$ cat config.mk
export PLATFORM = sky130hd
export DESIGN_NAME = booth_mult8_flat
export DESIGN_NICKNAME = d
export VERILOG_FILES = /design/src/rtl/booth_pkg.sv /design/src/rtl/booth_mult8_if.sv /design/src/rtl/booth_addsub.sv /design/src/rtl/booth_mult8.sv /design/src/flat_wrapper.sv
export SDC_FILE = /design/constraint.sdc
export NUM_CORES = 1
export LEC_CHECK = 0
export BUFFER_PORTS_ARGS = -buffer_cell sky130_fd_sc_hd__buf_2
export CAP_MARGIN = 15
export CORE_MARGIN = 10
export CORE_UTILIZATION = 55
export DETAILED_ROUTE_END_ITERATION = 6
export HOLD_SLACK_MARGIN = 0.06
export PLACE_DENSITY = 0.82
export SYNTH_ARGS = -nofsm -noshare
export SYNTH_HDL_FRONTEND = slang
export SYNTH_HIERARCHICAL = 1
export SYNTH_SLANG_ARGS = --single-unit
$ cat constraint.sdc
create_clock -name clk -period 5.65 [get_ports clk]
set_clock_uncertainty 0.05 [all_clocks]
set_input_delay 0.2825 -clock clk [delete_from_list [all_inputs] [get_ports clk]]
set_output_delay 0.2825 -clock clk [all_outputs]
set_load 0.02 [all_outputs]
$ cat src/rtl/booth_pkg.sv
// Shared types for the radix-2 Booth multiplier: default width, FSM states,
// per-step arithmetic op codes and the Booth pair decoder.
package booth_pkg;

    localparam int WIDTH = 8;

    typedef enum logic [1:0] {
        ST_IDLE = 2'd0,
        ST_RUN  = 2'd1,
        ST_DONE = 2'd2
    } state_e;

    typedef enum logic [1:0] {
        OP_NOP = 2'd0,
        OP_ADD = 2'd1,
        OP_SUB = 2'd2
    } booth_op_e;

    function automatic booth_op_e booth_decode(input logic q0, input logic q_1);
        case ({q0, q_1})
            2'b01:   return OP_ADD;
            2'b10:   return OP_SUB;
            default: return OP_NOP;
        endcase
    endfunction

endpackage

$ cat src/rtl/booth_mult8_if.sv
// Start/done handshake and operand/result bus between the control block
// and the Booth multiplier.
interface booth_mult8_if #(
    parameter int WIDTH = 8
) ();
    logic                   start;
    logic [WIDTH-1:0]       multiplicand;
    logic [WIDTH-1:0]       multiplier;
    logic                   busy;
    logic                   done;
    logic [2*WIDTH-1:0]     product;

    modport master (
        output start, multiplicand, multiplier,
        input  busy, done, product
    );

    modport slave (
        input  start, multiplicand, multiplier,
        output busy, done, product
    );
endinterface

$ cat src/rtl/booth_addsub.sv
// Ripple-carry adder/subtractor: sum = a + b (sub=0) or a + ~b + 1 (sub=1).
// The final carry-out is intentionally dropped.
module booth_addsub #(
    parameter int N = 9
) (
    input  logic [N-1:0] a,
    input  logic [N-1:0] b,
    input  logic         sub,
    output logic [N-1:0] sum
);
    logic [N-1:0] bx;
    logic         c;

    always_comb begin
        bx  = b ^ {N{sub}};
        c   = sub;
        sum = '0;
        for (int i = 0; i < N; i++) begin
            sum[i] = a[i] ^ bx[i] ^ c;
            c      = (a[i] & bx[i]) | (c & (a[i] ^ bx[i]));
        end
    end
endmodule

$ cat src/rtl/booth_mult8.sv
// Sequential signed radix-2 Booth multiplier, one Booth step per clock.
//
//   state   | meaning
//   --------+-------------------------------------------------------------
//   ST_IDLE | waiting for start; operands captured on the accepting edge
//   ST_RUN  | one add/sub/nop + arithmetic shift per cycle, count down
//   ST_DONE | product valid, done pulses for this single cycle
module booth_mult8
    import booth_pkg::*;
#(
    parameter int WIDTH = booth_pkg::WIDTH
) (
    input  logic          clk,
    input  logic          rst,
    booth_mult8_if.slave  bus
);
    // Accumulator carries one guard bit so that A - (-2^(WIDTH-1)) fits.
    localparam int AW = WIDTH + 1;
    localparam int CW = $clog2(WIDTH + 1);

    state_e             state, state_nxt;
    logic [AW-1:0]      acc, mcand, sum;
    logic [AW-1:0]      acc_op, acc_sh;
    logic [WIDTH-1:0]   q, q_sh;
    logic               q_1;
    logic [CW-1:0]      count;
    logic [2*WIDTH-1:0] product;
    booth_op_e          op;
    logic               accept, last_step;

    assign op = booth_decode(q[0], q_1);

    booth_addsub #(.N(AW)) u_addsub (
        .a   (acc),
        .b   (mcand),
        .sub (op == OP_SUB),
        .sum (sum)
    );

    always_comb begin
        acc_op    = (op == OP_NOP) ? acc : sum;
        acc_sh    = {acc_op[AW-1], acc_op[AW-1:1]};
        q_sh      = {acc_op[0], q[WIDTH-1:1]};
        accept    = (state == ST_IDLE) && bus.start;
        last_step = (state == ST_RUN) && (count == CW'(1));
    end

    always_comb begin
        state_nxt = state;
        case (state)
            ST_IDLE: if (bus.start) state_nxt = ST_RUN;
            ST_RUN:  if (last_step) state_nxt = ST_DONE;
            ST_DONE: state_nxt = ST_IDLE;
            default: state_nxt = ST_IDLE;
        endcase
    end

    always_ff @(posedge clk) begin
        if (rst) begin
            state   <= ST_IDLE;
            acc     <= '0;
            q       <= '0;
            q_1     <= 1'b0;
            mcand   <= '0;
            count   <= '0;
            product <= '0;
        end else begin
            state <= state_nxt;
            if (accept) begin
                acc   <= '0;
                q     <= bus.multiplier;
                q_1   <= 1'b0;
                mcand <= {bus.multiplicand[WIDTH-1], bus.multiplicand};
                count <= CW'(WIDTH);
            end else if (state == ST_RUN) begin
                acc   <= acc_sh;
                q     <= q_sh;
                q_1   <= q[0];
                count <= count - CW'(1);
                // Capture the post-shift result so it is valid while done is high.
                if (last_step)
                    product <= {acc_sh[WIDTH-1:0], q_sh};
            end
        end
    end

    assign bus.busy    = (state == ST_RUN);
    assign bus.done    = (state == ST_DONE);
    assign bus.product = product;
endmodule

$ cat src/flat_wrapper.sv
// flat-port wrapper written by rule: the top's interface ports become plain ports
module booth_mult8_flat import booth_pkg::*;
#(
    parameter int WIDTH = booth_pkg::WIDTH
)
  (clk, rst, bus_start, bus_multiplicand, bus_multiplier, bus_busy, bus_done, bus_product);
  booth_mult8_if #(.WIDTH(WIDTH)) bus_i ();
  input  logic clk;
  input  logic rst;
  input wire logic [$bits(bus_i.start)-1:0] bus_start;
  input wire logic [$bits(bus_i.multiplicand)-1:0] bus_multiplicand;
  input wire logic [$bits(bus_i.multiplier)-1:0] bus_multiplier;
  output wire logic [$bits(bus_i.busy)-1:0] bus_busy;
  output wire logic [$bits(bus_i.done)-1:0] bus_done;
  output wire logic [$bits(bus_i.product)-1:0] bus_product;
  assign bus_i.start = bus_start;
  assign bus_i.multiplicand = bus_multiplicand;
  assign bus_i.multiplier = bus_multiplier;
  assign bus_busy = bus_i.busy;
  assign bus_done = bus_i.done;
  assign bus_product = bus_i.product;
  booth_mult8 #(.WIDTH(WIDTH)) u_core (.clk(clk), .rst(rst), .bus(bus_i));
endmodule
# == After elaboration in Yosys (flattened, before gate mapping) ==
# Index checks and enable logic that the tools add are counted.
# totals
wordCells,78
regBits,47
inputBits,19
# classes
n_eq_ne,8
mux,9
bitwise_logic,44
reduce_logical,8
n_addsub,1
# ops
op,n
$xor A1 B1 Y1,18
$and A1 B1 Y1,16
$mux W8,2
$mux W9,1
$xor A9 B9 Y9,1
$mux W4,2
$or A1 B1 Y1,8
$pmux W2 S2,2
$eq A2 B2 Y1 const B,3
$eq A2 B1 Y1 const B,2
$eq A4 B1 Y1 const B,1
$logic_not A2 Y1,2
$mux W2,2
$sub A4 B1 Y4 const B,1
$reduce_and A3 Y1,1
$logic_and A1 B1 Y1,2
$ne A2 B1 Y1 const B,1
$ne A2 B2 Y1 const B,1
$reduce_and A2 Y1,1
$reduce_bool A2 Y1,1
$reduce_or A2 Y1,1
$not A1 Y1,1

# == Depth between registers and ports, before layout ==
# Gate-level depths: netlist of the first run.
# depth
ltp_word,25
mapped_depth,16
ltp_nobuf,15

# == Hierarchy ==
# The synthesis of the first run kept the hierarchy.
# modules_own_cells
mod,seq_area_each_um2,cells_per_inst,area_per_inst_um2,n_inst
booth_mult8,940.9,210,2043.2,1
booth_addsub,0.0,33,315.3,1

# == Least setup slack after synthesis of the first run ==
# Ideal clock, no wire load.
# synth_path
path_type,reg2reg
startpoint,register u_core.q_1
endpoint,register u_core.product[15] (netlist: u_core/bus.product[15])
path_slack_ps,1570
t_arrival_ps,3945
synth_period_minus_slack_ps,4080
setup_ps,86
path_stages_with_launch,17
path_cell_list,dfxtp_1 inv_1 ha_1 buf_6 xor2_1 fa_1 inv_1 fa_1 fa_1 fa_1 fa_1 fa_1 fa_1 xnor2_1 xnor2_1 mux2i_1 a211oi_1
# synth_between
elab_chain_len,23
elab_cells_between_ends,41
cone_classes,eq/ne: 3; mux: 2; bitwise: 35; reduce/logical: 1
# synth_rtl
element,line,rtl
from (decl),booth_mult8.sv:25,logic q_1;
from (signal assigned),booth_mult8.sv:78,q_1 <= q[0];
$eq A2 B2 Y1 / $eq A2 B1 Y1 (equally long branches),booth_pkg.sv:20,"case ({q0, q_1})"
$pmux W2 S2 *,booth_pkg.sv:20,
$eq A2 B2 Y1 *,booth_mult8.sv:36,".sub (op == OP_SUB),"
$xor A9 B9 Y9,booth_addsub.sv:15,bx = b ^ {N{sub}};
$xor A1 B1 Y1,booth_addsub.sv:20,c = (a[i] & bx[i]) | (c & (a[i] ^ bx[i]));
$and A1 B1 Y1,booth_addsub.sv:20,
$or A1 B1 Y1,booth_addsub.sv:20,
$and A1 B1 Y1,booth_addsub.sv:20,
[8 not listed],n/a,
$or A1 B1 Y1,booth_addsub.sv:20,
$and A1 B1 Y1,booth_addsub.sv:20,
$or A1 B1 Y1,booth_addsub.sv:20,
$and A1 B1 Y1,booth_addsub.sv:20,
$or A1 B1 Y1,booth_addsub.sv:20,
$xor A1 B1 Y1 *,booth_addsub.sv:19,sum[i] = a[i] ^ bx[i] ^ c;
net u_core.sum[8],booth_mult8.sv:22,"logic [AW-1:0] acc, mcand, sum;"
$mux W9 *,booth_mult8.sv:41,acc_op = (op == OP_NOP) ? acc : sum;
to (signal assigned),booth_mult8.sv:82,"product <= {acc_sh[WIDTH-1:0], q_sh};"
to (decl),booth_mult8.sv:27,logic [2*WIDTH-1:0] product;
# Mark *: on every way through the listed nets, which the timed path passes. The rest lies on a longest branch.
# A chain may end at the register's enable or synchronous reset.

# == Worst setup path in the final report of the first run ==
# layout_path
startpoint,register u_core.q[0]
endpoint,register u_core.product[15] (netlist: u_core/bus.product[15])
# layout_between
elab_chain_len,23
elab_cells_between_ends,41
cone_classes,eq/ne: 3; mux: 2; bitwise: 35; reduce/logical: 1
# layout_rtl
element,line,rtl
from (decl),booth_mult8.sv:24,"logic [WIDTH-1:0] q, q_sh;"
from (signal assigned),booth_mult8.sv:71,q <= bus.multiplier;
from (signal assigned),booth_mult8.sv:77,q <= q_sh;
$eq A2 B2 Y1 / $eq A2 B1 Y1 (equally long branches),booth_pkg.sv:20,
$pmux W2 S2 *,booth_pkg.sv:20,
$eq A2 B2 Y1 *,booth_mult8.sv:36,
$xor A9 B9 Y9,booth_addsub.sv:15,
$xor A1 B1 Y1,booth_addsub.sv:20,
$and A1 B1 Y1,booth_addsub.sv:20,
$or A1 B1 Y1,booth_addsub.sv:20,
$and A1 B1 Y1,booth_addsub.sv:20,
[8 not listed],n/a,
$or A1 B1 Y1,booth_addsub.sv:20,
$and A1 B1 Y1,booth_addsub.sv:20,
$or A1 B1 Y1,booth_addsub.sv:20,
$and A1 B1 Y1,booth_addsub.sv:20,
$or A1 B1 Y1,booth_addsub.sv:20,
$xor A1 B1 Y1 *,booth_addsub.sv:19,
net u_core.sum[8],booth_mult8.sv:22,
$mux W9 *,booth_mult8.sv:41,
# Marked as above.

==> impl_metrics.json, run 1 <==
{
  "run_status": "complete, no violations",
  "synth_async_sr_flop_share": 0,
  "maximum_fanout_encountered_on_the_critical_timing_path": 9,
  "top_level_pins": 37,
  "post_synth_fa_ha_maj_area_fraction": 0.0753,
  "drv_slew": 0,
  "grt_util_all_layers": 0.136,
  "core_area_mm2": 0.00409,
  "place_area_mm2": 0.00247,
  "die_ar_mm2": 0.00731,
  "preCtsSetupSlack_ns": 1.19,
  "final_net_count": 299,
  "muxShareOfSynthArea": 0.0817,
  "port_buffers": 36,
  "worst_ir_drop_vdd_mv": 0.189,
  "cts_htree_levels": 2,
  "clock_pin_transition_on_the_worst_setup_and_hold_timing_paths_ns": 0.09,
  "detail_route.first_pass.iterations": 4,
  "synth-simple-area-share": 0.127,
  "synth_xor_xnor_area_share": 0.0477,
  "maxSlewHeadroom": 0.420,
  "netlist_instances": 243,
  "cts-root-to-sink-buffers": 2,
  "timing.fmax_mhz": 223,
  "layout-drive-gt1-share": 0.225,
  "drtAntennaViolNets": 0,
  "rsz_0062_raised_after_global_routing": "false",
  "final_area_mm2": 0.00255,
  "postSynthAreaPerCell_um2": 9.71,
  "antenna_found_initial": 0,
  "multiInputGateArea_mm2": 0.00120,
  "cp-end-kind": "register",
  "detailedPlacementHpwl_um": 3340,
  "via_count_of_the_routed_design": 1772,
  "place_congestion": 0.840,
  "report.final.hold_viol_count": 0,
  "leakage_uw": 0.00102,
  "layout.filler_cells": 347,
  "yosys_register_bits": 47,
  "routed_wire_per_std_cell_um": 14.9,
  "timing.final.setup_violations": 0,
  "timing.critical_path.from_type": "register",
  "layout-area-overhead-vs-synth_pct": 8.22,
  "synth.yosys.seq_area_share": 0.399,
  "number_of_nets_produced_by_synthesis": 272,
  "insertion_delay_ns": 0.30,
  "routed_wl_um": 4790,
  "die_height_um": 85.5,
  "cts.root.buffer_cell": "clkbuf_8",
  "layout_min_cycle_time_ns": 4.48,
  "tightestPinTransition_ns": 0.866,
  "seq_area_um2": 941,
  "critPathKind": "register to register",
  "chipWidth_um": 85.5,
  "final.period_utilization": 0.794,
  "synth_enable_flop_cells": 0,
  "post_drt_via_cell_ratio": 5.52,
  "numCtsBuffers": 5,
  "row_count": 23,
  "tritoncts": "yes",
  "synth_top_family_by_area": "compound AO/OA/AOI/OAI gates",
  "synthesis.area_mm2": 0.00236,
  "crit_path_setup_slack_layout_ns": 1.17,
  "synth_top_area_share": 0.399,
  "cts_post_setup_buffers_inserted": 0,
  "global_route.overflow_total": 0,
  "synth_compound_gate_area_share": 0.179,
  "synth_cell_types": 37,
  "drt_iter0_markers": 139,
  "initial_core_utilization": 0.577,
  "drv.max_cap_violation_count": 0,
  "netlist.top_cell.by_area": "dfxtp_1",
  "ys_dominant_reg_cell": "dfxtp_1",
  "grt_first_pass_wirelength_um": 8390,
  "power_density_mw_per_mm2": 278,
  "cp_data_arrival_time_ns": 4.66,
  "antennaDiodeCount": 0,
  "leading_post_synthesis_cells_by_cell_area": "dfxtp_1 40%, mux2i_1 7.2%, fa_1 5.9%",
  "route.detailed.drc": 0,
  "cts.sinks": 47,
  "worst_ep_required_time_ns": 5.82,
  "first_global_vias": 1829,
  "grt_start_max_net_pins": 38,
  "hold_class": "input port to register",
  "yosys_warnings": 6,
  "setup-tns-final_ns": 0,
  "post_cts_resize_count": 0,
  "cts-hold-fix-buffers": 0
}
## worst paths after layout
kind	from	to	slack, ns	cells after the start
worst min-delay path	bus_multiplicand[1]	u_core/mcand[1]$_SDFFE_PP0P_	0.17	3
worst max-delay path	u_core/q[0]$_SDFFE_PP0P_	u_core/bus.product[15]$_SDFFE_PP0P_	1.17	14
worst max register to register	u_core/q[0]$_SDFFE_PP0P_	u_core/bus.product[15]$_SDFFE_PP0P_	1.17	14
worst min register to register	u_core/q_1$_SDFFE_PP0P_	u_core/q_1$_SDFFE_PP0P_	0.41	2
## report_power, final
part,total [µW],internal [µW],switching [µW]
clock,197,86.6,111
sequential,369,350,18.9
combinational,145,59.8,84.7
## cell usage after synthesis, types with 2 or more instances
library cell	number
o22ai_1	3
fa_1	7
mux2i_1	17
nor3_1	6
xor2_1	3
a21oi_1	20
a211oi_1	18
buf_6	3
buf_2	5
clkbuf_8	3
nand3_1	7
o21ai_0	8
inv_1	17
nand2_1	4
a211oi_2	6
xnor2_1	8
o2bb2ai_1	5
nand3b_1	2
mux2_2	2
dfxtp_1	47
ha_1	3
nor2_1	32
clkbuf_1	3
## cells by family (layout without fill, tap and decap cells)
family,count (synthesis),count (layout)
AOI/OAI and AO/OA,61,61
xor gates and xnor gates,12,12
adders and majority gates,10,10
buffers and inverters,35,63
DFF,47,47
muxes,19,19
and+or+nand+nor,59,59
## flip-flops by register name (all words and copies together), names as in the netlist
name                count
u_core/acc              8
u_core/bus.product     16
u_core/count            4
u_core/state            2
u_core/q                8
u_core/mcand            8
u_core/q_1              1
## cell usage in the layout, fill, tap and decap left out, types with 4 or more instances in the layout
cell | synthesis | routed
o21ai_0 | 8 | 8
inv_1 | 17 | 17
nor3_1 | 6 | 6
xnor2_1 | 8 | 8
nand2_1 | 4 | 4
buf_2 | 5 | 36
a21oi_1 | 20 | 20
nor2_1 | 32 | 32
dfxtp_1 | 47 | 47
nand3_1 | 7 | 7
a211oi_2 | 6 | 6
a211oi_1 | 18 | 18
clkbuf_8 | 3 | 5
o2bb2ai_1 | 5 | 5
fa_1 | 7 | 7
mux2i_1 | 17 | 17
## critical path, stage by stage (launching register included)
cell and delay, ns:
dfxtp_1 0.36, ha_1 0.47, xor2_1 0.24, fa_1 0.20, inv_1 0.05, fa_1 0.39, fa_1 0.41, fa_1 0.40
fa_1 0.39, fa_1 0.39, fa_1 0.38, xnor2_1 0.14, xnor2_1 0.21, mux2i_1 0.10, a211oi_1 0.23
## final cells by class
type / instances / share of cell area
multi-input combinational: 161 / 0.472
sequential: 47 / 0.369
timing repair buffer: 36 / 0.0706
inverter: 19 / 0.0309
clock buffer: 6 / 0.0284
tap: 50 / 0.0245
clock inverter: 2 / 0.00490
## per-stage QoR
| step | hold WS (ns) | cells | total power, µW | utilization |
|---|---|---|---|---|
| after floorplan | 0.380 | 243 | 497 | - |
| after global placement | 0.394 | 313 | 514 | 0.604 |
| final | 0.172 | 321 | 710 | 0.625 |
| after detailed placement | 0.398 | 313 | 519 | 0.604 |
| after global routing | 0.169 | 321 | 751 | 0.625 |
| after CTS | 0.168 | 321 | 716 | 0.625 |
## routing by layer
metal | global-route usage | share of wire | wire length [µm] | vias to the layer above
met4 | 0.0389 | 0.012 | 57 | 0
met1 | 0.166 | 0.48 | 2330 | 837
li1 | - | - | - | 898
met5 | 0 | 0 | 0 | -
met3 | 0.0468 | 0.044 | 212 | 7
met2 | 0.221 | 0.46 | 2200 | 30
No activity file was read; power rests on OpenSTA's default activity.
==> run 2, diff against run 1 <==
ABC_AREA = 1   (was default)
CORE_UTILIZATION = 50   (was 55)
PLACE_DENSITY = 0.79   (was 0.82)
clock period = 4.05 ns   (was 5.65 ns; I/O delays follow)
==> impl_metrics.json, run 2 <==
{
  "numCtsBuffers": 5,
  "place_area_mm2": 0.00253,
  "top_level_pins": 37,
  "via_count_of_the_routed_design": 2067,
  "synth_cell_types": 29,
  "cts.root.buffer_cell": "clkbuf_8",
  "cp-end-kind": "register",
  "final.hold.worst_slack_ns": 0.0879,
  "tritoncts": "yes",
  "routed_wl_um": 5110,
  "synthesis.area_mm2": 0.00234,
  "grt_first_pass_wirelength_um": 8670,
  "most_common_cell_after_layout_fill_and_taps_aside": "nand2_1",
  "layout-area-overhead-vs-synth_pct": 13.7,
  "synth_most_common_cell": "nand2_1",
  "drtAntennaViolNets": 0,
  "cts.sinks": 47,
  "number_of_nets_produced_by_synthesis": 352,
  "synth_enable_flop_cells": 0,
  "final_net_count": 385,
  "antennaDiodeCount": 0,
  "layoutNonFillerInstCount": 409,
  "leading_post_synthesis_cells_by_cell_area": "dfxtp_1 40%, nand2_1 14%, nor2_1 6.9%",
  "antenna_found_initial": 0,
  "yosys_register_bits": 47,
  "ys_dominant_reg_cell": "dfxtp_1",
  "report.final.hold_viol_count": 0,
  "leakage_uw": 0.00123,
  "layout.cells.most_common_list": "85 x nand2_1, 45 x dfxtp_1, 43 x nor2_1",
  "timing.critical_path.from_type": "register",
  "yosys_warnings": 6,
  "synth_commonest_cells": "86 x nand2_1, 47 x dfxtp_1, 43 x nor2_1",
  "postSynthAreaPerCell_um2": 7.25,
  "port_buffers": 36,
  "synth_xor_xnor_area_share": 0.0262,
  "synth_async_sr_flop_share": 0,
  "die_height_um": 88.4,
  "muxShareOfSynthArea": 0,
  "cts-root-to-sink-buffers": 2,
  "synth.yosys.seq_area_share": 0.402,
  "crit_path_setup_slack_layout_ns": 0.196,
  "global_route.overflow_total": 0,
  "synth-simple-area-share": 0.259,
  "critPathKind": "register to register",
  "netlist.top_cell.by_area": "dfxtp_1",
  "tightestPinTransition_ns": 0.835,
  "first_global_vias": 1929,
  "rsz_0062_raised_after_global_routing": "true",
  "maximum_fanout_encountered_on_the_critical_timing_path": 4,
  "chipWidth_um": 88.4,
  "post_synth_fa_ha_maj_area_fraction": 0.0759,
  "worst_ir_drop_vdd_mv": 0.317,
  "top_reg_by_flops": "u_core/bus.product",
  "run_status": "complete, no violations",
  "cp_data_arrival_time_ns": 4.05,
  "drv_slew": 0,
  "final_area_mm2": 0.00266,
  "timing.final.setup_violations": 0,
  "largest_register_ff_count": 16,
  "maxSlewHeadroom": 0.443,
  "routed_wire_per_std_cell_um": 12.5,
  "placedCellCount": 401,
  "detail_route.first_pass.iterations": 4,
  "clock_pin_transition_on_the_worst_setup_and_hold_timing_paths_ns": 0.10,
  "worst_ep_required_time_ns": 4.25,
  "grt_start_max_net_pins": 28,
  "drt_iter0_markers": 148,
  "row_count": 24,
  "cts_post_setup_buffers_inserted": 0,
  "place_congestion": 0.783,
  "synth_top_area_share": 0.402,
  "core_area_mm2": 0.00444,
  "cts-hold-fix-buffers": 0,
  "setup-tns-final_ns": 0,
  "post_drt_via_cell_ratio": 5.05,
  "die_ar_mm2": 0.00782,
  "synth_compound_gate_area_share": 0.115,
  "final.period_utilization": 0.952,
  "grt_util_all_layers": 0.139,
  "power_density_mw_per_mm2": 365,
  "timing.fmax_mhz": 259,
  "layout-drive-gt1-share": 0.218,
  "preCtsSetupSlack_ns": -0.0933,
  "route.detailed.drc": 0,
  "netlist_instances": 323,
  "insertion_delay_ns": 0.31,
  "initial_core_utilization": 0.527,
  "hold_class": "input port to register",
  "synth_top_family_by_area": "simple AND/OR/NAND/NOR gates",
  "detailedPlacementHpwl_um": 3690,
  "drv.max_cap_violation_count": 0,
  "layout_min_cycle_time_ns": 3.85,
  "cts_htree_levels": 2
}
run 2: cell count changes in the layout (fill, tap and decap cells not counted), moves of 10 or more:
cell | before | now
nand2_1 | 4 | 85
o21ai_0 | 8 | 26
a21oi_1 | 20 | 10
nor2_1 | 32 | 43
a211oi_1 | 18 | 0
mux2i_1 | 17 | 0
inv_1 | 17 | 40
run 2: layout make-up:
class / count / area, µm²
fillers: 413 / 1780
multi-input cells: 215 / 1170
flip-flops and latches: 47 / 943
repair buffers: 39 / 203
inverters: 48 / 186
clock buffers: 5 / 68.8
well taps: 52 / 65.1
clock inverters: 3 / 27.5
run 2: power breakdown:
group          internal, µW  switching (µW)
Combinational          59.1             103
Sequential              484            15.9
Clock                   128             180
Total                   671             299
run 2: per-layer routing:
metal	track usage	wire length [µm]	up-vias
met1	0.162	2270	968
li1	-	-	1053
met4	0.0470	63	0
met3	0.0450	250	6
met5	0	0	-
met2	0.235	2530	40
run 2: cells by family after synthesis:
kind of cell | count (synthesis)
fa+ha+maj | 10
compound gates | 51
simple gates | 147
buf+inv | 61
xor+xnor | 7
flops | 47
run 2: metrics by stage:
| step | utilization | total power (µW) |
|---|---|---|
| 6_report | 0.599 | 970 |
| 3_5_place_dp | 0.569 | 667 |
| 2_1_floorplan | - | 631 |
| 5_1_grt | 0.599 | 1030 |
| 4_1_cts | 0.594 | 977 |
| 3_3_place_gp | 0.569 | 663 |
run 2: final timing paths:
| check | cells past startpoint | from | slack [ns] | end |
|---|---|---|---|---|
| setup reg to reg | 20 | u_core/q_1$_SDFFE_PP0P_ | 0.20 | u_core/acc[7]$_SDFFE_PP0P_ |
| hold / removal | 3 | bus_multiplicand[1] | 0.09 | u_core/mcand[1]$_SDFFE_PP0P_ |
| setup / recovery | 20 | u_core/q_1$_SDFFE_PP0P_ | 0.20 | u_core/acc[7]$_SDFFE_PP0P_ |
| hold reg to reg | 2 | u_core/q[2]$_SDFFE_PP0P_ | 0.42 | u_core/bus.product[1]$_SDFFE_PP0P_ |
run 2: worst max-delay path, cell delays in order, from the launching register on:
cell,delay (ns)
dfxtp_2,0.33
inv_2,0.06
ha_4,0.16
xor2_2,0.16
fa_2,0.21
inv_1,0.05
fa_2,0.33
fa_2,0.34
fa_2,0.34
fa_2,0.36
fa_2,0.35
fa_2,0.35
nand2_1,0.07
nand2_1,0.06
nand2_1,0.06
inv_1,0.03
nor2_1,0.07
inv_1,0.05
o21ai_2,0.12
nand2_1,0.07
a21oi_2,0.15
run 2: what timing repair did:
action | 4_1_cts | 5_1_grt
pin swaps | 1 | 2
hold endpoints to repair | 0 | 0
endpoints found under the setup margin | 2 | 3
resized for setup | 3 | 10
==> run 3, diff against run 2 <==
CORE_UTILIZATION = 55   (was 50)
PLACE_DENSITY = 0.82   (was 0.79)
clock period = 4.19 ns   (was 4.05 ns; I/O delays follow)
==> impl_metrics.json, run 3 (same netlist as run 2, synthesis figures left out) <==
{
  "run_status": "complete, no violations",
  "routed_wire_per_std_cell_um": 12.9,
  "die_ar_mm2": 0.00727,
  "sequential_share_of_power": 0.467,
  "cts.root.buffer_cell": "clkbuf_8",
  "tightestPinTransition_ns": 0.833,
  "cts-root-to-sink-buffers": 2,
  "setup-tns-final_ns": 0,
  "first_global_vias": 1945,
  "chipWidth_um": 85.2,
  "layout-area-overhead-vs-synth_pct": 14.6,
  "critical_path.endpoint": "u_core/acc[7]$_SDFFE_PP0P_",
  "leakage_uw": 0.00124,
  "detailedPlacementHpwl_um": 3680,
  "timing.fmax_mhz": 255,
  "worst_r2r_endpoint": "u_core/acc[7]$_SDFFE_PP0P_",
  "cts_htree_levels": 2,
  "via_count_of_the_routed_design": 2063,
  "drtAntennaViolNets": 0,
  "post_drt_via_cell_ratio": 5.08,
  "core_area_mm2": 0.00406,
  "initial_core_utilization": 0.577,
  "final.hold.worst_slack_ns": 0.0989,
  "clock_pin_transition_on_the_worst_setup_and_hold_timing_paths_ns": 0.09,
  "drt_iter0_markers": 141,
  "grt_first_pass_wirelength_um": 8740,
  "antennaDiodeCount": 0,
  "drv_slew": 0,
  "numCtsBuffers": 5,
  "cts.sinks": 47,
  "layout_min_cycle_time_ns": 3.92,
  "global_route.overflow_total": 0,
  "worstRegToRegCells": 21,
  "switching_share": 0.265,
  "largest_register_ff_count": 16,
  "critPathKind": "register to register",
  "timing.final.setup_violations": 0,
  "reg2reg_slack_ns": 0.27,
  "top_reg_by_flops": "u_core/bus.product",
  "routed_wl_um": 5240,
  "worst_ir_drop_vdd_mv": 0.212,
  "total_switching_power_uw": 275,
  "cp-end-kind": "register",
  "drv.max_cap_violation_count": 0,
  "layout-drive-gt1-share": 0.205,
  "place_congestion": 0.766,
  "cellInternalPower_uw": 762,
  "combPwrFrac": 0.151,
  "layout.cells.most_common_list": "86 x nand2_1, 46 x dfxtp_1, 43 x nor2_1",
  "timing.critical_path.from_type": "register",
  "antenna_found_initial": 0,
  "final.period_utilization": 0.934,
  "final_net_count": 384,
  "top_level_pins": 37,
  "report.final.hold_viol_count": 0,
  "insertion_delay_ns": 0.30,
  "hold_class": "input port to register",
  "tritoncts": "yes",
  "power_density_mw_per_mm2": 387,
  "die_height_um": 85.2,
  "hold_depth": 3,
  "maxSlewHeadroom": 0.444,
  "layout.filler_cells": 335,
  "row_count": 23,
  "rsz_0062_raised_after_global_routing": "false",
  "worst_ep_required_time_ns": 4.38,
  "r2r_start": "u_core/q_1$_SDFFE_PP0P_",
  "grt_util_all_layers": 0.144,
  "grt_start_max_net_pins": 28,
  "route.detailed.drc": 0,
  "port_buffers": 36,
  "preCtsSetupSlack_ns": -0.153,
  "detail_route.first_pass.iterations": 4,
  "crit_path_setup_slack_layout_ns": 0.275,
  "setup.worst_path.start": "u_core/q_1$_SDFFE_PP0P_",
  "pwr-share-clk": 0.383,
  "cp_data_arrival_time_ns": 4.10,
  "maximum_fanout_encountered_on_the_critical_timing_path": 5,
  "most_common_cell_after_layout_fill_and_taps_aside": "nand2_1"
}
==> run 3: cell types whose count changed in the layout (fill, tap and decap cells not counted), sizes merged <==
cell    delta
bufinv     +2
inv        -2
buf        -1
==> run 3: layer usage <==
| layer | up-vias | part of all wire | GRT usage |
|---|---|---|---|
| met5 | - | 0 | 0 |
| met1 | 960 | 0.41 | 0.160 |
| met4 | 0 | 0.011 | 0.0419 |
| met2 | 47 | 0.50 | 0.249 |
| met3 | 7 | 0.074 | 0.0554 |
| li1 | 1049 | - | - |
==> run 3: through the flow <==
step	area [µm²]	util	instances	total power, µW
global placement	2500	0.616	398	636
global route	2680	0.661	406	1080
detailed placement	2500	0.616	398	641
CTS	2660	0.656	406	1040
floorplan	2340	-	323	608
finish	2680	0.661	406	1040
==> run 3: area by class of cell <==
cell class                      instances  area [µm²]  area share
Multi-Input combinational cell        215        1160       0.433
Sequential cell                        47         942       0.351
Timing Repair Buffer                   38         195      0.0727
Inverter                               48         186      0.0695
Clock buffer                            5        68.8      0.0256
Clock inverter                          3        67.6      0.0252
Tap cell                               50        62.6      0.0233
==> run 3: critical path, cell delays in order, from the launching register on <==
cell and delay [ns]:
dfxtp_1 0.33, inv_2 0.08, ha_4 0.17, nand2_1 0.09
o21ai_2 0.08, fa_2 0.20, inv_1 0.05, fa_2 0.34
fa_2 0.36, fa_2 0.36, fa_2 0.35, fa_2 0.34
fa_2 0.34, inv_1 0.06, nand2_1 0.05, nand2_1 0.08
nor2_1 0.04, nor2_1 0.09, inv_1 0.05, o21ai_2 0.12
nand2_1 0.06, a21oi_1 0.16
==> run 3: power by group through the flow <==
stage	Clock [µW]	Sequential, µW	Combinational [µW]
after floorplan	0	493	114
after global placement	0	493	144
after detailed placement	0	493	147
after CTS	401	484	152
after global routing	419	487	177
final	397	484	156
==> run 3: what timing repair did <==
item                                    4_1_cts  5_1_grt
setup buffers                                 0        0
gates resized for setup                       5       11
pin swaps                                     1        3
hold buffers                                  0        0
endpoints found under the setup margin        2        4
gates cloned                                  0        0
==> run 3: worst min path at each step <==
| stage | end | from | slack (ns) |
|---|---|---|---|
| after floorplan | u_core/q[6]$_SDFFE_PP0P_ | bus_multiplier[6] | 0.32 |
| after global placement | u_core/bus.product[1]$_SDFFE_PP0P_ | u_core/q[2]$_SDFFE_PP0P_ | 0.40 |
| after detailed placement | u_core/bus.product[3]$_SDFFE_PP0P_ | u_core/q[4]$_SDFFE_PP0P_ | 0.41 |
| after CTS | u_core/mcand[5]$_SDFFE_PP0P_ | bus_multiplicand[5] | 0.1 |
| after global routing | u_core/q[3]$_SDFFE_PP0P_ | bus_multiplier[3] | 0.10 |
| final | u_core/mcand[1]$_SDFFE_PP0P_ | bus_multiplicand[1] | 0.1 |
